`src/rtl/fpadd_operand_feeder.sv`:
```
// Collects an A/B FP32 operand stream into pairs for an FP32 adder, conditioning
// NaN/Inf/subnormal/zero words on entry and counting handed-off pairs.
module fpadd_operand_feeder #(
  parameter int          FLUSH_SUB = 1,
  parameter int unsigned CNT_W     = 16
) (
  input  logic             clk,
  input  logic             reset,
  input  logic             flush,
  input  logic             in_valid,
  output logic             in_ready,
  input  logic [31:0]      in_data,
  output logic             out_valid,
  input  logic             out_ready,
  output logic [31:0]      op_a,
  output logic [31:0]      op_b,
  output logic [1:0]       out_exc,
  output logic [CNT_W-1:0] pair_cnt,
  output logic [CNT_W-1:0] exc_cnt
);

  typedef enum logic [1:0] {
    WAIT_A = 2'd0,
    WAIT_B = 2'd1,
    HOLD   = 2'd2
  } state_t;

  state_t      state, state_next;
  logic        load_a, load_b, handoff;
  logic [31:0] cond_word;
  logic [1:0]  cond_flag;

  // bit1: NaN/Inf replaced, bit0: subnormal flushed; signed zero collapses to +0
  always_comb begin
    cond_word = in_data;
    cond_flag = '0;
    if (in_data[30:23] == 8'hFF) begin
      cond_word = '0;
      cond_flag = 2'b10;
    end else if (in_data[30:23] == 8'h00) begin
      if (in_data[22:0] == 23'd0) begin
        cond_word = '0;
      end else if (FLUSH_SUB != 0) begin
        cond_word = '0;
        cond_flag = 2'b01;
      end
    end
  end

  always_ff @(posedge clk) begin
    if (reset) state <= WAIT_A;
    else       state <= state_next;
  end

  always_comb begin
    state_next = state;
    in_ready   = 1'b1;
    out_valid  = 1'b0;
    load_a     = 1'b0;
    load_b     = 1'b0;
    case (state)
      WAIT_A: begin
        if (in_valid) begin
          load_a     = 1'b1;
          state_next = WAIT_B;
        end
      end
      WAIT_B: begin
        // flush drops the held A and swallows any word offered alongside it
        if (flush) begin
          state_next = WAIT_A;
        end else if (in_valid) begin
          load_b     = 1'b1;
          state_next = HOLD;
        end
      end
      HOLD: begin
        in_ready  = out_ready;
        out_valid = 1'b1;
        if (out_ready) begin
          load_a     = in_valid;
          state_next = in_valid ? WAIT_B : WAIT_A;
        end
      end
      default: state_next = WAIT_A;
    endcase
  end

  assign handoff = out_valid && out_ready;

  always_ff @(posedge clk) begin
    if (reset) begin
      op_a     <= '0;
      op_b     <= '0;
      out_exc  <= '0;
      pair_cnt <= '0;
      exc_cnt  <= '0;
    end else begin
      if (load_a) begin
        op_a    <= cond_word;
        out_exc <= cond_flag;
      end
      if (load_b) begin
        op_b    <= cond_word;
        out_exc <= out_exc | cond_flag;
      end
      if (handoff) begin
        if (pair_cnt != '1) pair_cnt <= pair_cnt + CNT_W'(1);
        if ((out_exc != 2'b00) && (exc_cnt != '1)) exc_cnt <= exc_cnt + CNT_W'(1);
      end
    end
  end

endmodule
```
`config.mk`:
```
export PLATFORM = sky130hd
export DESIGN_NAME = fpadd_operand_feeder
export DESIGN_NICKNAME = d
export VERILOG_FILES = /design/src/rtl/fpadd_operand_feeder.sv
export SDC_FILE = /design/constraint.sdc
export NUM_CORES = 1
export LEC_CHECK = 0
export ABC_AREA = 1
export ABC_CLOCK_PERIOD_IN_PS = 3640
export BUFFER_PORTS_ARGS = -buffer_cell sky130_fd_sc_hd__buf_2
export CORE_MARGIN = 3
export CORE_UTILIZATION = 55
export DETAILED_ROUTE_END_ITERATION = 16
export GPL_TIMING_DRIVEN = 0
export PLACE_DENSITY = 0.95
export SYNTH_ARGS = -nofsm -noshare
export SYNTH_HDL_FRONTEND = slang
export SYNTH_SLANG_ARGS = --single-unit
export TNS_END_PERCENT = 20
```
`constraint.sdc`:
```
create_clock -name clk -period 3.64 [get_ports clk]
set_clock_uncertainty 0.05 [all_clocks]
set_input_delay 0.364 -clock clk [delete_from_list [all_inputs] [get_ports clk]]
set_output_delay 0.364 -clock clk [all_outputs]
set_load 0.005 [all_outputs]
```
==> results of run 1 <==
## final timing paths
| path | from | end | slack (ns) |
|---|---|---|---|
| hold reg to reg | out_exc[1] | out_exc[1] | 0.45 |
| setup reg to reg | pair_cnt[0] | pair_cnt[4] | 1.81 |
| setup / recovery | pair_cnt[0] | pair_cnt[4] | 1.81 |
| hold / removal | in_data[23] | op_a[23] | 0.22 |
## logic make-up after synthesis
group	Yosys count
and+or+nand+nor	273
AOI/OAI and AO/OA	163
DFF	100
buffers and inverters	70
xor gates and xnor gates	10
adders and majority gates	2
## critical path, cell delays in order (launching register included)
cell and delay (ns):
dfxtp_1 0.45, ha_1 0.28, inv_1 0.06, nor2_1 0.14, nand3_1 0.13, nand2_1 0.12
nand2_1 0.14, buf_6 0.19, nand2_1 0.07, a21oi_1 0.07
## flip-flops by register name (all words and copies together), names as in the netlist
signal	count
exc_cnt	16
pair_cnt	16
out_exc	2
op_b	32
state	2
op_a	32
## Yosys cell counts (all sizes together)
cell type / n / area, sq um
xnor2: 5 / 43.8
or2b: 1 / 7.51
xor2: 5 / 43.8
nor2b: 1 / 6.26
nand3: 56 / 280
nand3b: 5 / 37.5
inv: 37 / 139
a21oi: 89 / 457
ha: 2 / 25.0
nor3: 3 / 15.0
buf: 13 / 111
nand2: 123 / 479
nand4: 13 / 96.3
clkbuf: 20 / 75.1
dfxtp: 100 / 2000
nor2: 71 / 292
o21ai: 74 / 370
## area by class of cell
type	count	area, sq um
timing repair buffer	136	681
inverter	37	139
buffer	33	186
multi-input combinational	448	2150
clock inverter	6	55.1
sequential	100	2000
clock buffer	10	128
fill	641	2340
tap	102	128
## power by group through the flow
stage               Clock, mW  Combinational, mW  Sequential [mW]
finish                  0.677              0.199             1.16
global route            0.718              0.221             1.17
CTS                     0.680              0.197             1.16
detailed placement          0              0.196             1.18
global placement            0              0.190             1.18
floorplan                   0             0.0909             1.19
## metal layers
layer  vias to the layer above  track usage (%)
met1                      2322             34.7
li1                       2363                -
met5                         -                0
met2                       276             50.7
met4                         0             11.4
met3                        26             6.33
## through the flow
step	utilization (%)	instances	cell area, sq um	power (mW)	hold WS [ns]
floorplan	-	618	4480	1.28	0.421
global placement	67.7	856	5290	1.37	0.416
detailed placement	67.7	856	5290	1.38	0.431
CTS	70.1	872	5470	2.04	0.209
global route	70.1	872	5470	2.10	0.215
finish	70.1	872	5470	2.04	0.217
## placed cells by master, fill, tap and decap left out, drive strengths merged, types with 3 or more instances in the layout
| cell | count |
|---|---|
| inv | 40 |
| nand3b | 5 |
| a21oi | 89 |
| nand2 | 123 |
| nand3 | 56 |
| dfxtp | 100 |
| nor3 | 3 |
| clkinv | 3 |
| xor2 | 5 |
| clkbuf | 30 |
| xnor2 | 5 |
| o21ai | 74 |
| buf | 149 |
| nor2 | 71 |
| nand4 | 13 |
==> results.ini, run 1 <==
[place]
hpwl_um=10100
portBuffers=136
place_ws_ns=1.86
gp_congestion=0.940

[routing]
firstDrtPassIters=5
drc=0
ant_nets=0
wl_met3_um=1340
highest_layer=met4
vias=4987
avgViaCountPerCell=5.72
wl_per_cell_um=15.3
wl_met2_um=6600
drtIter0Drc=328
wirelength_met1_um=5130
wl_um=13300

[cts]
cts.sinks=100
clock_latency_ns=0.36
cts_hold_buf=0
numCtsBuffers=9
path_clk_slew_ns=0.11
cts_max_level=3
cts_tree=yes
cts_setup_buffers=0
cts.path.max_buffers=2
cts-root-buf=clkbuf_8
cts_resized=0

[yosys]
syn_avg_cell_area_sq_um=7.25
synthesis.area_sq_mm=0.00448
synth.area.mux_share_pct=0
synth_top_family_by_area=simple AND/OR/NAND/NOR gates
synth_nets=657
synth_cells=618
synth-xor-area-share_pct=1.95
synth_simple_gate_area_share_pct=27.1
yosys_warnings=0
yosysUniqueCellTypes=28
ys_ff_latch=100
synth_adder_area_share_pct=0.559
seq_area_frac_synth_pct=44.7
synth-compound-area-share_pct=18.5

[power_and_ir_drop]
power.density_mw_per_mm2=372
p_sw_uw=560
p_int_mw=1.48
seqPwrFrac_pct=57.0
pwr-share-comb_pct=9.8
clkPwrFrac_pct=33.2
leakage_nw=2.50
ir_drop_mv=0.289
netSwitchingFraction_pct=27.5

[timing]
rsz0062_at_grt=false
finalWorstSetupSlack_ns=1.81
maxSlewViolCount=0
final.min_clock_period_ns=1.83
relSlewSlack_pct=64.6
hold_viol_final=0
tns_ns=0
worst_pin_slew_ns=0.530
finalCritPeriodShare_pct=50.2
setup_viol=0
fmax_mhz=547

[floorplan]
rows=32
dieArea_sq_mm=0.00927
die_x_um=96.3
ios=137
die_y_um=96.3
core-area_sq_mm=0.00781
start_util_pct=57.4

[grt]
track_usage_pct=29.1
grt_overflow=0
grt_pass1_wl_um=21300
grt_max_degree=19
grt_pass1_vias=4611
antenna_found_initial=0

[finish]
drive_gt1_share_pct=23.8
diodes=0
areaGrowthSynthToFinish_pct=22.1
nNetsFinal=804

[worst_setup_path]
worst-r2r-cell-count=9
critPathKind=reg2reg
worstSetupStartpointType=flip-flop
crit_required_ns=3.82
critPathCaptureType=flip-flop
path_max_fanout=10
cp_data_arrival_time_ns=2.01

[hold_path]
hp-class=in2reg
hold_depth=3

[job]
drv_cap=0

[status]
status=finished, final reports clean

(Power assumes the default switching activity.)
==> inputs of run 2 (changes only) <==
--- a/config.mk
+++ b/config.mk
@@ -6,13 +6,13 @@
 export NUM_CORES = 1
 export LEC_CHECK = 0
 export ABC_AREA = 1
-export ABC_CLOCK_PERIOD_IN_PS = 3640
+export ABC_CLOCK_PERIOD_IN_PS = 1700
 export BUFFER_PORTS_ARGS = -buffer_cell sky130_fd_sc_hd__buf_2
 export CORE_MARGIN = 3
-export CORE_UTILIZATION = 55
+export CORE_UTILIZATION = 51
 export DETAILED_ROUTE_END_ITERATION = 16
 export GPL_TIMING_DRIVEN = 0
-export PLACE_DENSITY = 0.95
+export PLACE_DENSITY = 0.91
 export SYNTH_ARGS = -nofsm -noshare
 export SYNTH_HDL_FRONTEND = slang
 export SYNTH_SLANG_ARGS = --single-unit
==> constraint.sdc (replaced) <==
create_clock -name clk -period 1.7 [get_ports clk]
set_clock_uncertainty 0.05 [all_clocks]
set_input_delay 0.17 -clock clk [delete_from_list [all_inputs] [get_ports clk]]
set_output_delay 0.17 -clock clk [all_outputs]
set_load 0.005 [all_outputs]
==> run 2 against run 1 <==
  * Non-clock buffer count unchanged
  * Global-route usage fell by 3.1 points
  * Sequential power rose by 110%
  * Sequential cell count is the same
  * Final cell count is 0.34% higher
  * Core utilization is 4.3 points lower
  * Final area increased by 0.80%
  * Worst hold slack lost 0.20 ns
  * Maximum frequency up 16%
  * Critical endpoint is now exc_cnt[10]
  * Largest power group unchanged
  * Highest routed layer unchanged
==> results.ini, run 2 (synthesis results as in run 1) <==
[cts]
cts.path.max_buffers=2
cts-root-buf=clkbuf_8
cts_setup_buffers=0
cts_hold_buf=0
cts.sinks=100
clock_latency_ns=0.36
path_clk_slew_ns=0.11
cts_max_level=3
numCtsBuffers=9
cts_tree=yes

[routing]
drc=0
ant_nets=0
wl_um=13000
firstDrtPassIters=5
wl_per_cell_um=14.9
vias=4844
avgViaCountPerCell=5.54
drtIter0Drc=227

[power_and_ir_drop]
total_power_mw=4.37
leakage_nw=2.52
ir_drop_mv=0.567
power.density_mw_per_mm2=792

[finish]
final_common_cell=buf_2
multi_input_area_sq_mm=0.00218
seq_area_sq_mm=0.00201
drive_gt1_share_pct=25.7
nNetsFinal=804
diodes=0
utilization_pct=65.8
layout_common_cells=buf_2 (141), nand2_1 (116), dfxtp_1 (94)
nFillCells=728
areaGrowthSynthToFinish_pct=23.1
finalInstanceArea_sq_mm=0.00552
top_regs=op_a: 32 flops, op_b: 32 flops

[place]
portBuffers=136
hpwl_um=9660
place_ws_ns=-0.117
gp_congestion=0.938
placed_cell_area_sq_mm=0.00529

[worst_setup_path]
cp_data_arrival_time_ns=1.83
worstSetupStartpointType=flip-flop
slowest_stage=dfxtp_2
crit_required_ns=1.95
worst-r2r-cell-count=8
path_delay_family=simple AND/OR/NAND/NOR gates
path_max_fanout=10
critPathCaptureType=flip-flop
critPathMaxStageDelay_ns=0.38
critPathKind=reg2reg
cp_cell_sequence=ha_1 -> nand2_2 -> nor2_4 -> nand4_4 -> nand2_4 -> buf_8 -> nand2_1 -> a21oi_2
crit_buf_inv=1
r2r_start=exc_cnt[0]
reg2reg_setup_slack_ns=0.12
reg2reg_to=exc_cnt[10]

[grt]
antenna_found_initial=0
grt_pass1_vias=4620
grt_max_degree=19
track_usage_pct=26.0
grt_overflow=0
grt_pass1_wl_um=21300

[hold_path]
worstHoldStart=flush
hp-class=in2reg
holdPathEnd=state[0]
hold_depth=4

[job]
drv_cap=0

[timing]
setup_viol=0
finalWorstSetupSlack_ns=0.122
worst_pin_slew_ns=0.515
hold_viol_final=0
final.min_clock_period_ns=1.58
maxSlewViolCount=0
relSlewSlack_pct=65.6
rsz0062_at_grt=true
fmax_mhz=634
finalCritPeriodShare_pct=92.8
hold_ws_ns=0.0193

[floorplan]
die_x_um=99.7
dieArea_sq_mm=0.00995
ios=137
die_y_um=99.7
start_util_pct=53.5
rows=33
core-area_sq_mm=0.00838

[status]
status=finished, final reports clean

## run 2: through the flow
stage / cells / TNS (ns)
2_1_floorplan: 618 / 0
3_3_place_gp: 859 / -0.405
3_5_place_dp: 859 / -1.07
4_1_cts: 875 / 0
5_1_grt: 875 / -0.0251
6_report: 875 / 0
## run 2: area by class of cell
cell class	instances	share of cell area [%]
Buffer	33	3.49
Clock buffer	10	2.31
Inverter	37	2.52
Tap cell	105	2.38
Sequential cell	100	36.5
Clock inverter	6	0.975
Multi-Input combinational cell	448	39.5
Timing Repair Buffer	136	12.3
## run 2: worst reg2reg max path, cell delays in order (launching register included)
cell	delay, ns
dfxtp_2	0.38
ha_1	0.20
nand2_2	0.11
nor2_4	0.15
nand4_4	0.18
nand2_4	0.12
buf_8	0.13
nand2_1	0.07
a21oi_2	0.12
## run 2: what timing repair did
action	4_1_cts	5_1_grt
endpoints found under the hold margin	0	0
resized for setup	4	19
setup endpoints to repair	13	60
gates cloned	0	0
## run 2: worst max path at each step
| stage | from | end | slack, ns | cells after the start |
|---|---|---|---|---|
| final | exc_cnt[0] | exc_cnt[10] | 0.12 | 8 |
| after global routing | state[1] | op_b[21] | -0.01 | 6 |
| after CTS | pair_cnt[0] | pair_cnt[14] | 0.03 | 9 |
| after detailed placement | pair_cnt[0] | pair_cnt[14] | -0.12 | 9 |
| after global placement | pair_cnt[0] | pair_cnt[11] | -0.04 | 9 |
| after floorplan | pair_cnt[0] | pair_cnt[5] | 0.16 | 9 |
## run 2: power breakdown
group | switching, mW | leakage, nW | internal, mW | total, mW
Sequential | 0.0499 | 0.819 | 2.43 | 2.48
Combinational | 0.259 | 1.61 | 0.170 | 0.429
Clock | 0.890 | 0.0898 | 0.563 | 1.45
Total | 1.20 | 2.52 | 3.17 | 4.37
## run 2: layer usage
metal / GRT usage, % / up-vias / part of all wire, %
li1: - / 2358 / -
met1: 31.3 / 2215 / 40
met2: 44.9 / 248 / 49
met3: 7.50 / 23 / 10
met4: 7.46 / 0 / 1.5
met5: 0 / - / 0
==> inputs of run 3 (changes only) <==
--- a/config.mk
+++ b/config.mk
@@ -12,7 +12,7 @@
 export CORE_UTILIZATION = 51
 export DETAILED_ROUTE_END_ITERATION = 16
 export GPL_TIMING_DRIVEN = 0
-export PLACE_DENSITY = 0.91
+export PLACE_DENSITY = 0.76
 export SYNTH_ARGS = -nofsm -noshare
 export SYNTH_HDL_FRONTEND = slang
 export SYNTH_SLANG_ARGS = --single-unit
==> run 3 against run 2 <==
  * First-iteration DRC count is 4.0% higher
  * Final cell count grew 0.34%
  * Clock power grew 15%
  * Critical path depth up 1
  * Final area increased by 1.5%
  * Total power rose by 4.8%
  * Non-clock buffer count increased by 4
==> results.ini, run 3 (synthesis results as in run 1) <==
[status]
status=finished, final reports clean

[worst_setup_path]
reg2reg_to=exc_cnt[0]
crit_required_ns=1.94
path_max_fanout=6
worst-r2r-cell-count=9
cp_cell_sequence=ha_4 -> nand2_4 -> nor2_4 -> nand4_4 -> nand2_4 -> clkinvlp_4 -> nand2_1 -> nand2_1 -> nor2_1
critPathCaptureType=flip-flop
cp_data_arrival_time_ns=1.85
worstSetupStartpointType=flip-flop
reg2reg_setup_slack_ns=0.09
slowest_stage=dfxtp_4
critPathMaxStageDelay_ns=0.38
r2r_start=exc_cnt[0]
critPathKind=reg2reg

[place]
hpwl_um=9590
gp_congestion=0.956
dp_cells=859
portBuffers=136
placed_cell_area_sq_mm=0.00529

[job]
drv_cap=0

[power_and_ir_drop]
seqPwrFrac_pct=54.2
netSwitchingFraction_pct=25.0
p_int_mw=3.43
ir_drop_mv=0.488
p_sw_mw=1.14
total_power_mw=4.58
pwr-share-comb_pct=9.3
power.density_mw_per_mm2=817
clkPwrFrac_pct=36.6
leakage_nw=2.55

[timing]
final.min_clock_period_ns=1.61
fmax_mhz=623
finalCritPeriodShare_pct=94.5
relSlewSlack_pct=63.4
maxSlewViolCount=0
rsz0062_at_grt=true
hold_viol_final=0
setup_viol=0
worst_pin_slew_ns=0.549
hold_ws_ns=0.0360

[finish]
layoutNonFillerInstCount=878
areaGrowthSynthToFinish_pct=25.0
diodes=0
finalInstanceArea_sq_mm=0.00560
drive_gt1_share_pct=26.1
final_common_cell=buf_2
nNetsFinal=808
nFillCells=777
layout_common_cells=buf_2 (141), nand2_1 (117), dfxtp_1 (91)
top_regs=op_a: 32 flops, op_b: 32 flops

[grt]
grt_overflow=0
track_usage_pct=25.6
antenna_found_initial=0
grt_pass1_vias=4358
grt_max_degree=17
grt_pass1_wl_um=20700

[floorplan]
start_util_pct=53.5
die_x_um=99.7
ios=137
die_y_um=99.7
dieArea_sq_mm=0.00995
core-area_sq_mm=0.00838
rows=33

[hold_path]
worstHoldStart=flush
hp-class=in2reg
holdPathEnd=state[0]
hold_depth=4

[routing]
drtIter0Drc=236
vias=4670
drc=0
wl_um=12800
ant_nets=0
avgViaCountPerCell=5.32
wl_per_cell_um=14.6
firstDrtPassIters=6

[cts]
path_clk_slew_ns=0.09
cts.sinks=100
cts_tree=yes
cts.path.max_buffers=2
cts_max_level=3
cts_hold_buf=0
cts-root-buf=clkbuf_8
clock_latency_ns=0.36
numCtsBuffers=9

==> run 3: changes by cell type in the layout (fill, tap and decap cells not counted), moves of 2 or more <==
cell and delta:
dfxtp_4 +2, nand2_2 -2, bufinv_16 +2, dfxtp_1 -3, clkbuf_1 +2, clkbuf_2 -2
buf_4 +4, inv_6 -2
==> run 3: routing by layer <==
metal	global-route usage, %	part of all wire (%)	routed length [um]
met2	42.4	48	6130
met4	8.19	1.6	204
met3	7.08	7.3	928
met5	0	0	0
met1	32.2	43	5530
==> run 3: critical path, delay by kind of cell (launching register included) <==
kind          cells  cell delay [ns]
simple gates      7             0.80
flops             1             0.38
fa+ha+maj         1             0.15
buf+inv           1             0.15
==> run 3: worst max path at each step <==
stage | from | endpoint | slack [ns] | cells after the start
floorplan | pair_cnt[0] | pair_cnt[5] | 0.16 | 9
global placement | pair_cnt[0] | pair_cnt[9] | -0.04 | 9
detailed placement | pair_cnt[0] | pair_cnt[14] | -0.08 | 9
CTS | pair_cnt[1] | pair_cnt[4] | 0.003 | 9
global route | state[0] | op_a[8] | -0.07 | 5
finish | exc_cnt[0] | exc_cnt[0] | 0.09 | 9
==> run 3: final cells by class <==
class / instances / area (sq um) / share of cell area [%]
multi-input combinational: 448 / 2190 / 39.1
sequential: 100 / 2020 / 36.1
timing repair buffer: 140 / 711 / 12.7
buffer: 33 / 190 / 3.40
inverter: 37 / 143 / 2.55
tap: 105 / 131 / 2.35
clock buffer: 10 / 128 / 2.28
clock inverter: 5 / 85.1 / 1.52
==> run 3: power by group through the flow <==
stage | clock network [mW] | registers (mW) | logic, mW
detailed placement | 0 | 2.53 | 0.421
global placement | 0 | 2.53 | 0.413
floorplan | 0 | 2.54 | 0.195
CTS | 1.68 | 2.48 | 0.423
global route | 1.76 | 2.49 | 0.478
finish | 1.67 | 2.48 | 0.424
==> run 3: repair_timing <==
action / 4_1_cts / 5_1_grt
buffers inserted: 0 / 4
pin swaps: 0 / 3
resized for setup: 2 / 24
endpoints found under the setup margin: 11 / 58
endpoints found under the hold margin: 0 / 0
==> run 3: through the flow <==
step	utilization [%]	TNS, ns	setup WS, ns
6_report	66.8	0	0.0943
3_3_place_gp	63.1	-0.319	-0.0363
2_1_floorplan	-	0	0.157
5_1_grt	66.8	-0.647	-0.0724
4_1_cts	65.7	0	0.00327
3_5_place_dp	63.1	-0.721	-0.0765
